--- src/rtl/delay_pulse_multi_if.sv ---
// Serial register bus between the command decoder and delay_pulse_multi.
// The decoder is the master; the delay block is the slave and returns read data.
interface delay_pulse_multi_if;
    logic [7:0]  reg_cmd;
    logic [15:0] reg_bytecount;
    logic [7:0]  reg_data_in;
    logic [7:0]  reg_data_out;
    logic        reg_read;
    logic        reg_write;

    modport master (
        output reg_cmd, reg_bytecount, reg_data_in, reg_read, reg_write,
        input  reg_data_out
    );

    modport slave (
        input  reg_cmd, reg_bytecount, reg_data_in, reg_read, reg_write,
        output reg_data_out
    );
endinterface

--- src/rtl/delay_pulse_multi.sv ---
// Multi-channel trigger delay / pulse generator.
// Each channel synchronises its trigger input, detects the selected edge,
// waits DELAY clocks and then drives a WIDTH-clock pulse. A bank of
// channel-indexed registers (selected by CH_SEL) is reached over the serial
// register bus.
module delay_pulse_multi #(
    parameter int         NUM_CH      = 4,
    parameter int         CNT_WIDTH   = 32,
    parameter logic [7:0] CMD_BASE    = 8'h20,
    parameter int         SYNC_STAGES = 2
) (
    input  logic              timerclk,
    input  logic              reset_n,
    input  logic [NUM_CH-1:0] trigger_in,
    delay_pulse_multi_if.slave reg_if,
    output logic [NUM_CH-1:0] trigger,
    output logic              trigger_any
);
    localparam int                   NB       = CNT_WIDTH / 8;
    localparam int                   BW       = (NB > 1) ? $clog2(NB) : 1;
    localparam int                   CHW      = (NUM_CH > 1) ? $clog2(NUM_CH) : 1;
    localparam logic [7:0]           NUM_CH_B = 8'(NUM_CH);
    localparam logic [CNT_WIDTH-1:0] CNT_ONE  = CNT_WIDTH'(1);

    typedef enum logic [2:0] {
        ST_IDLE, ST_ARMED, ST_DELAY, ST_PULSE, ST_DONE
    } state_t;

    // Register bank (one entry per channel) and shared channel select
    logic [7:0]           r_ch_sel;
    logic [CNT_WIDTH-1:0] r_delay  [NUM_CH];
    logic [CNT_WIDTH-1:0] r_width  [NUM_CH];
    logic [2:0]           r_ctrl   [NUM_CH];
    logic [7:0]           r_missed [NUM_CH];
    logic [2:0]           w_status [NUM_CH];

    logic [NUM_CH-1:0] w_ch_hit;
    logic [NUM_CH-1:0] w_miss_inc;
    logic [NUM_CH-1:0] w_pulse;
    logic [NUM_CH-1:0] r_trigger;
    logic              r_trigger_any;

    // Bus decode
    logic            w_cmd_chsel, w_cmd_delay, w_cmd_width, w_cmd_ctrl, w_cmd_status;
    logic            w_bc0, w_bc1, w_bc_cnt, w_ch_valid;
    logic [BW-1:0]   w_byte_idx;
    logic [CHW-1:0]  w_ch;
    logic            w_wr_chsel, w_wr_delay, w_wr_width, w_wr_ctrl, w_wr_status;

    assign w_cmd_chsel  = (reg_if.reg_cmd == CMD_BASE);
    assign w_cmd_delay  = (reg_if.reg_cmd == CMD_BASE + 8'd1);
    assign w_cmd_width  = (reg_if.reg_cmd == CMD_BASE + 8'd2);
    assign w_cmd_ctrl   = (reg_if.reg_cmd == CMD_BASE + 8'd3);
    assign w_cmd_status = (reg_if.reg_cmd == CMD_BASE + 8'd4);
    assign w_bc0        = (reg_if.reg_bytecount == 16'd0);
    assign w_bc1        = (reg_if.reg_bytecount == 16'd1);
    assign w_bc_cnt     = (reg_if.reg_bytecount < 16'(NB));
    assign w_byte_idx   = reg_if.reg_bytecount[BW-1:0];
    assign w_ch_valid   = (r_ch_sel < NUM_CH_B);
    assign w_ch         = r_ch_sel[CHW-1:0];

    assign w_wr_chsel  = reg_if.reg_write && w_cmd_chsel && w_bc0;
    assign w_wr_delay  = reg_if.reg_write && w_cmd_delay && w_bc_cnt && w_ch_valid;
    assign w_wr_width  = reg_if.reg_write && w_cmd_width && w_bc_cnt && w_ch_valid;
    assign w_wr_ctrl   = reg_if.reg_write && w_cmd_ctrl && w_bc0 && w_ch_valid;
    assign w_wr_status = reg_if.reg_write && w_cmd_status && w_ch_valid;

    // Register writes, plus the saturating missed-trigger counters
    always_ff @(posedge timerclk or negedge reset_n) begin
        if (!reset_n) begin
            r_ch_sel <= '0;
            for (int i = 0; i < NUM_CH; i++) begin
                r_delay[i]  <= '0;
                r_width[i]  <= CNT_ONE;
                r_ctrl[i]   <= '0;
                r_missed[i] <= '0;
            end
        end else begin
            if (w_wr_chsel)
                r_ch_sel <= reg_if.reg_data_in;
            for (int i = 0; i < NUM_CH; i++) begin
                if (w_wr_delay && w_ch_hit[i])
                    r_delay[i][{w_byte_idx, 3'b000} +: 8] <= reg_if.reg_data_in;
                if (w_wr_width && w_ch_hit[i])
                    r_width[i][{w_byte_idx, 3'b000} +: 8] <= reg_if.reg_data_in;
                if (w_wr_ctrl && w_ch_hit[i])
                    r_ctrl[i] <= reg_if.reg_data_in[2:0];
                if (w_wr_status && w_ch_hit[i])
                    r_missed[i] <= '0;
                else if (w_miss_inc[i] && (r_missed[i] != 8'hFF))
                    r_missed[i] <= r_missed[i] + 8'd1;
            end
        end
    end

    for (genvar gi = 0; gi < NUM_CH; gi++) begin : g_ch
        logic [SYNC_STAGES-1:0] r_sync;
        logic                   r_prev;
        logic                   w_last, w_hw_edge, w_sw, w_edge;
        logic                   w_disable, w_rearm, w_load;
        state_t                 r_state, w_state_next;
        logic [CNT_WIDTH-1:0]   r_dcnt, r_wcnt, r_dwork, r_wwork;

        assign w_ch_hit[gi] = (r_ch_sel == 8'(gi));
        assign w_last       = r_sync[SYNC_STAGES-1];
        assign w_hw_edge    = r_ctrl[gi][1] ? (r_prev & ~w_last) : (~r_prev & w_last);
        assign w_sw         = w_wr_ctrl && w_ch_hit[gi] && reg_if.reg_data_in[3];
        assign w_edge       = w_hw_edge | w_sw;
        assign w_disable    = w_wr_ctrl && w_ch_hit[gi] && !reg_if.reg_data_in[0];
        assign w_rearm      = w_wr_ctrl && w_ch_hit[gi] && reg_if.reg_data_in[0];
        assign w_pulse[gi]  = (r_state == ST_PULSE) && !w_disable;
        assign w_status[gi] = {r_state == ST_DONE,
                               (r_state == ST_DELAY) || (r_state == ST_PULSE),
                               r_state == ST_ARMED};

        // Input synchroniser and one-cycle-delayed copy for edge detection
        always_ff @(posedge timerclk or negedge reset_n) begin
            if (!reset_n) begin
                r_sync <= '0;
                r_prev <= 1'b0;
            end else begin
                r_sync <= {r_sync[SYNC_STAGES-2:0], trigger_in[gi]};
                r_prev <= w_last;
            end
        end

        // Channel state register
        always_ff @(posedge timerclk or negedge reset_n) begin
            if (!reset_n)
                r_state <= ST_IDLE;
            else
                r_state <= w_state_next;
        end

        // Next-state logic; edges seen while busy are reported as missed
        always_comb begin
            w_state_next   = r_state;
            w_load         = 1'b0;
            w_miss_inc[gi] = 1'b0;
            if (w_disable) begin
                w_state_next = ST_IDLE;
            end else begin
                case (r_state)
                    ST_IDLE:
                        if (r_ctrl[gi][0]) w_state_next = ST_ARMED;
                    ST_ARMED:
                        if (w_edge) begin
                            w_load       = 1'b1;
                            w_state_next = (r_delay[gi] == '0) ? ST_PULSE : ST_DELAY;
                        end
                    ST_DELAY: begin
                        w_miss_inc[gi] = w_edge;
                        if (r_dcnt == r_dwork) w_state_next = ST_PULSE;
                    end
                    ST_PULSE: begin
                        w_miss_inc[gi] = w_edge;
                        if (r_wcnt >= r_wwork)
                            w_state_next = r_ctrl[gi][2] ? ST_ARMED : ST_DONE;
                    end
                    ST_DONE:
                        if (w_rearm) w_state_next = ST_ARMED;
                    default:
                        w_state_next = ST_IDLE;
                endcase
            end
        end

        // Working copies latched at the trigger edge, and the delay/width counters
        always_ff @(posedge timerclk or negedge reset_n) begin
            if (!reset_n) begin
                r_dcnt  <= '0;
                r_wcnt  <= '0;
                r_dwork <= '0;
                r_wwork <= CNT_ONE;
            end else if (w_load) begin
                r_dwork <= r_delay[gi];
                r_wwork <= (r_width[gi] == '0) ? CNT_ONE : r_width[gi];
                r_dcnt  <= CNT_ONE;
                r_wcnt  <= CNT_ONE;
            end else if (r_state == ST_DELAY) begin
                r_dcnt <= r_dcnt + CNT_ONE;
            end else if (r_state == ST_PULSE) begin
                r_wcnt <= r_wcnt + CNT_ONE;
            end
        end
    end

    // Registered outputs; trigger_any shares the same pulse terms so it lines up
    always_ff @(posedge timerclk or negedge reset_n) begin
        if (!reset_n) begin
            r_trigger     <= '0;
            r_trigger_any <= 1'b0;
        end else begin
            r_trigger     <= w_pulse;
            r_trigger_any <= |w_pulse;
        end
    end

    assign trigger     = r_trigger;
    assign trigger_any = r_trigger_any;

    // Combinational read mux; anything out of range reads as zero
    always_comb begin
        reg_if.reg_data_out = 8'h00;
        if (reg_if.reg_read) begin
            if (w_cmd_chsel) begin
                if (w_bc0) reg_if.reg_data_out = r_ch_sel;
            end else if (w_ch_valid) begin
                if (w_cmd_delay && w_bc_cnt)
                    reg_if.reg_data_out = r_delay[w_ch][{w_byte_idx, 3'b000} +: 8];
                else if (w_cmd_width && w_bc_cnt)
                    reg_if.reg_data_out = r_width[w_ch][{w_byte_idx, 3'b000} +: 8];
                else if (w_cmd_ctrl && w_bc0)
                    reg_if.reg_data_out = {5'b00000, r_ctrl[w_ch]};
                else if (w_cmd_status && w_bc0)
                    reg_if.reg_data_out = {5'b00000, w_status[w_ch]};
                else if (w_cmd_status && w_bc1)
                    reg_if.reg_data_out = r_missed[w_ch];
            end
        end
    end
endmodule

--- src/flat_wrapper.sv ---
// flat-port wrapper written by rule: the top's interface ports become plain ports
module delay_pulse_multi_flat 
#(
    parameter int         NUM_CH      = 4,
    parameter int         CNT_WIDTH   = 32,
    parameter logic [7:0] CMD_BASE    = 8'h20,
    parameter int         SYNC_STAGES = 2
)
  (timerclk, reset_n, trigger_in, trigger, trigger_any, reg_if_reg_cmd, reg_if_reg_bytecount, reg_if_reg_data_in, reg_if_reg_read, reg_if_reg_write, reg_if_reg_data_out);
  delay_pulse_multi_if reg_if_i ();
  input  logic timerclk;
  input  logic reset_n;
  input  logic [NUM_CH-1:0] trigger_in;
  output logic [NUM_CH-1:0] trigger;
  output logic trigger_any;
  input wire logic [$bits(reg_if_i.reg_cmd)-1:0] reg_if_reg_cmd;
  input wire logic [$bits(reg_if_i.reg_bytecount)-1:0] reg_if_reg_bytecount;
  input wire logic [$bits(reg_if_i.reg_data_in)-1:0] reg_if_reg_data_in;
  input wire logic [$bits(reg_if_i.reg_read)-1:0] reg_if_reg_read;
  input wire logic [$bits(reg_if_i.reg_write)-1:0] reg_if_reg_write;
  output wire logic [$bits(reg_if_i.reg_data_out)-1:0] reg_if_reg_data_out;
  assign reg_if_i.reg_cmd = reg_if_reg_cmd;
  assign reg_if_i.reg_bytecount = reg_if_reg_bytecount;
  assign reg_if_i.reg_data_in = reg_if_reg_data_in;
  assign reg_if_i.reg_read = reg_if_reg_read;
  assign reg_if_i.reg_write = reg_if_reg_write;
  assign reg_if_reg_data_out = reg_if_i.reg_data_out;
  delay_pulse_multi #(.NUM_CH(NUM_CH), .CNT_WIDTH(CNT_WIDTH), .CMD_BASE(CMD_BASE), .SYNC_STAGES(SYNC_STAGES)) u_core (.timerclk(timerclk), .reset_n(reset_n), .trigger_in(trigger_in), .reg_if(reg_if_i), .trigger(trigger), .trigger_any(trigger_any));
endmodule
--- config.mk ---
export PLATFORM = sky130hd
export DESIGN_NAME = delay_pulse_multi_flat
export DESIGN_NICKNAME = d
export VERILOG_FILES = /design/src/rtl/delay_pulse_multi_if.sv /design/src/rtl/delay_pulse_multi.sv /design/src/flat_wrapper.sv
export SDC_FILE = /design/constraint.sdc
export NUM_CORES = 2
export LEC_CHECK = 0
export BUFFER_PORTS_ARGS = -buffer_cell sky130_fd_sc_hd__buf_2
export CAP_MARGIN = 10
export CORE_MARGIN = 2
export CORE_UTILIZATION = 62
export CTS_BUF_LIST = sky130_fd_sc_hd__clkbuf_4 sky130_fd_sc_hd__clkbuf_8 sky130_fd_sc_hd__clkbuf_16
export CTS_CLUSTER_DIAMETER = 150
export CTS_CLUSTER_SIZE = 16
export DETAILED_ROUTE_END_ITERATION = 8
export PLACE_DENSITY_LB_ADDON = 0.05
export SYNTH_ARGS = -nofsm -noshare
export SYNTH_HDL_FRONTEND = slang
export SYNTH_SLANG_ARGS = --single-unit
--- constraint.sdc ---
create_clock -name timerclk -period 3.8 [get_ports timerclk]
set_input_delay 0.19 -clock timerclk [delete_from_list [all_inputs] [get_ports timerclk]]
set_output_delay 0.19 -clock timerclk [all_outputs]
set_load 0.01 [all_outputs]
==> flow_summary.toml <==
[run_status]
status = "complete, no violations"

[yosys]
yosys_register_bits = 849
yosysMostFrequentCell = "dfrtp_1"
syn_avg_cell_area_um2 = 10.45
syn_area_mm2 = 0.04293
ys_types = 78
synth_fp_nets = 4294
yosys-top-cells-count = "dfrtp_1 (841), nand2_1 (580), o21ai_0 (393)"
netlist_instances = 4108
synth-edff-count = 0
yosys_warnings = 0
synth_area_leaders = "dfrtp_1 (49%), nand2_1 (5.1%), xor2_1 (5.0%)"
seq_area_frac_synth_pct = 49.52
yosys.area.top_type = "dfrtp_1"
synth_flop_cell = "dfrtp_1"
synthArstFlopShare_pct = 100.0
synth_top_area_share_pct = 49.03

[clock_network]
numCtsBuffers = 59
cts_root_buf = "clkbuf_16"
path_clk_slew_ns = 0.07
clockBufferDepth = 3
worstSkewPairLatency_ns = 0.66
cts_sinks = 849
cts_tree = "done"
cts_resized = 0
htreeDepth = 2

[route]
vias_per_cell = 6.165
drt_iter0_markers = 3467
drt_pass1_iterations = 6
vias = 31627
drt_wl_total_mm = 122.5
remaining_drc_errors = 0
drtAntennaViolNets = 0
wire_per_inst_um = 23.88

[power]
vdd_ir_drop_max_v = 0.0003494
internal-power_uw = 12240
seqPwrFrac_pct = 57.5
power_uw = 15720
p_leak_uw = 0.01977
power_density_mw_per_mm2 = 339.1
p_comb_share_pct = 2.8
sw_frac_of_total_pct = 22.12
switching_power_uw = 3477
clkPwrFrac_pct = 39.7

[critical_path]
required_ns = 3.61
endpoint_kind = "output port"
r2r_end = "u_core.g_ch[3].r_state[2]"
path_class = "reg -> out"
ff2ff_setup_slack_ns = 0.61
cp-start-kind = "register"
worstRegToRegCells = 8
cp_slowest_cell = "dfrtp_4"
crit_top_cell = "mux4_2"
path_max_fanout = 34
cp_slowest_stage_delay_ns = 0.73
crit_path_end = "reg_if_reg_data_out[7]"
crit_start = "u_core.r_ch_sel[1]"
cp.arrival_ns = 3.51
reg2reg_from = "u_core.g_ch[3].r_wcnt[2]"
crit_chain = "buf_4 -> mux4_2 -> mux4_2 -> nand3_1 -> nand2_1 -> a221o_1 -> buf_2"

[place]
dp_hpwl_mm = 90.92
gp_congestion = 1.006
numPortBuffers = 52
pre_cts_ws_ns = 0.6054
dp.cells = 5024

[die]
core-area_mm2 = 0.06859
start_util_pct = 62.59
io_pins = 53
fp.dieH_um = 267.1
die-area_mm2 = 0.07136
die_x_um = 267.1
rows = 96

[sta]
hold_viol = 0
finalCritPeriodShare_pct = 97.45
rsz0062_at_grt = "no"
tightest_slew_ns = 1.153
finClkSkew_ns = 0.03206
fin_ws_ns = 0.09673
fmax_mhz = 270.0
maxSlewViolCount = 0
tns_ns = 0
setup_viol = 0
timing.final.crit_period_ns = 3.703
slew_headroom_pct = 22.55

[finish]
area_growth_pct = 8.004
final_nets = 4354
drive_gt1_share_pct = 13.49
instances_no_fill = 5130

[global_route]
grt_use_total_pct = 35.28
grt_pass1_vias = 30224
antenna_found_initial = 1
overflow = 0
grt_max_degree = 97
grt_pass1_wl_mm = 189.2

[run]
maxCapViolCount = 0

[worst_hold_path]
hp-class = "in -> reg"
-- final cells by class --
class | count | area, um2
Tap cell | 931 | 1165
Clock inverter | 1 | 16.27
Antenna cell | 3 | 7.507
Sequential cell | 849 | 21260
Multi-Input combinational cell | 2943 | 20260
Clock buffer | 88 | 1729
Timing Repair Buffer | 167 | 1361
Inverter | 148 | 555.5
Fill cell | 5368 | 22220
-- logic make-up (layout without fill, tap and decap cells) --
kind of cell	Yosys count	after routing	synth area share (%)
AND/OR/NAND/NOR	1578	1578	18.16
flip-flops	849	849	49.52
AO/OA/AOI/OAI	547	547	7.054
XOR/XNOR	399	399	8.141
buffers and inverters	316	404	3.323
multiplexers	273	273	9.549
adder cells (fa/ha/maj)	146	146	4.256
other	0	3	0
-- worst min path at each step --
stage          cells after the start  slack [ns]                        to                   from
2_1_floorplan                      0       -0.11  u_core.g_ch[0].r_dcnt[0]                reset_n
3_3_place_gp                       1        0.30  u_core.g_ch[0].r_sync[0]          trigger_in[0]
3_5_place_dp                       1        0.30  u_core.g_ch[3].r_sync[0]          trigger_in[3]
4_1_cts                            5       0.003          u_core.r_ctrl[2]       reg_if_reg_write
5_1_grt                            2        0.07        u_core.r_ch_sel[3]  reg_if_reg_data_in[3]
6_report                           5        0.03          u_core.r_ctrl[2]       reg_if_reg_write
-- worst max-delay path, delay by kind of cell (launching register included) --
kind                   cells  cell delay, ns
and+or+nand+nor            2            0.23
AOI/OAI and AO/OA          1            0.32
DFF                        1            0.73
muxes                      2            1.06
buffers and inverters      2            0.51
-- metrics by stage --
| stage | util [%] | hold slack, ns | instance area (um2) |
|---|---|---|---|
| global route | 67.59 | 0.06849 | 46360 |
| detailed placement | 64.83 | 0.2994 | 44460 |
| finish | 67.60 | 0.03363 | 46360 |
| floorplan | - | -0.1056 | 42930 |
| global placement | 64.82 | 0.2993 | 44460 |
| CTS | 67.56 | 0.002800 | 46340 |
-- what timing repair did --
action	4_1_cts	5_1_grt
setup buffers	0	1
endpoints found under the hold margin	81	0
endpoints found under the setup margin	0	2
hold buffers	13	0
-- routing by layer --
metal | track usage (%) | share of wire (%) | vias up | wire [um]
li1 | - | - | 14414 | -
met1 | 53.56 | 44 | 15661 | 54000
met2 | 50.23 | 42 | 1314 | 51710
met3 | 7.218 | 9.6 | 238 | 11750
met4 | 12.83 | 4.1 | 0 | 5039
met5 | 0 | 0 | - | 0
-- power groups by stage --
stage | logic, uW | registers [uW] | clock network, uW
5_1_grt | 487 | 9040 | 6690
4_1_cts | 447 | 9040 | 6360
6_report | 445 | 9040 | 6240
3_5_place_dp | 436 | 9220 | 0
3_3_place_gp | 437 | 9220 | 0
2_1_floorplan | 97.8 | 9220 | 0
-- cells in the final DEF, fill, tap and decap left out, types with 7 or more instances in the layout --
cell type	n
or3_1	7
a21o_1	21
nor4_1	100
mux2_2	172
a211oi_1	10
buf_12	15
xor2_1	245
and4_1	21
nand2b_1	14
ha_1	146
nand3_1	138
dfrtp_1	839
nor3b_1	10
buf_2	51
nor2b_1	27
inv_1	147
nand4_4	20
nand4_1	108
nor3_1	40
nor4b_1	8
clkbuf_4	27
clkbuf_16	61
and2_1	14
dfstp_2	8
and3_1	66
xnor2_1	154
mux2i_1	9
mux4_2	92
nand2_1	580
o21ai_0	393
buf_4	86
dlygate4sd3_1	13
nor2_1	385
a21oi_1	58
-- sequential cells by signal (all words and copies together), names as in the netlist --
name,count
u_core.g_ch.r_dcnt,128
u_core.g_ch.r_dwork,128
u_core.g_ch.r_wcnt,128
u_core.g_ch.r_wwork,128
u_core.r_delay,128
u_core.r_width,128
u_core.r_missed,32
u_core.g_ch.r_state,12
u_core.r_ctrl,12
u_core.g_ch.r_sync,8
u_core.r_ch_sel,8
u_core.g_ch.r_prev,4
u_core.trigger,4
u_core.trigger_any,1
No activity file was read; power rests on OpenSTA's default activity.
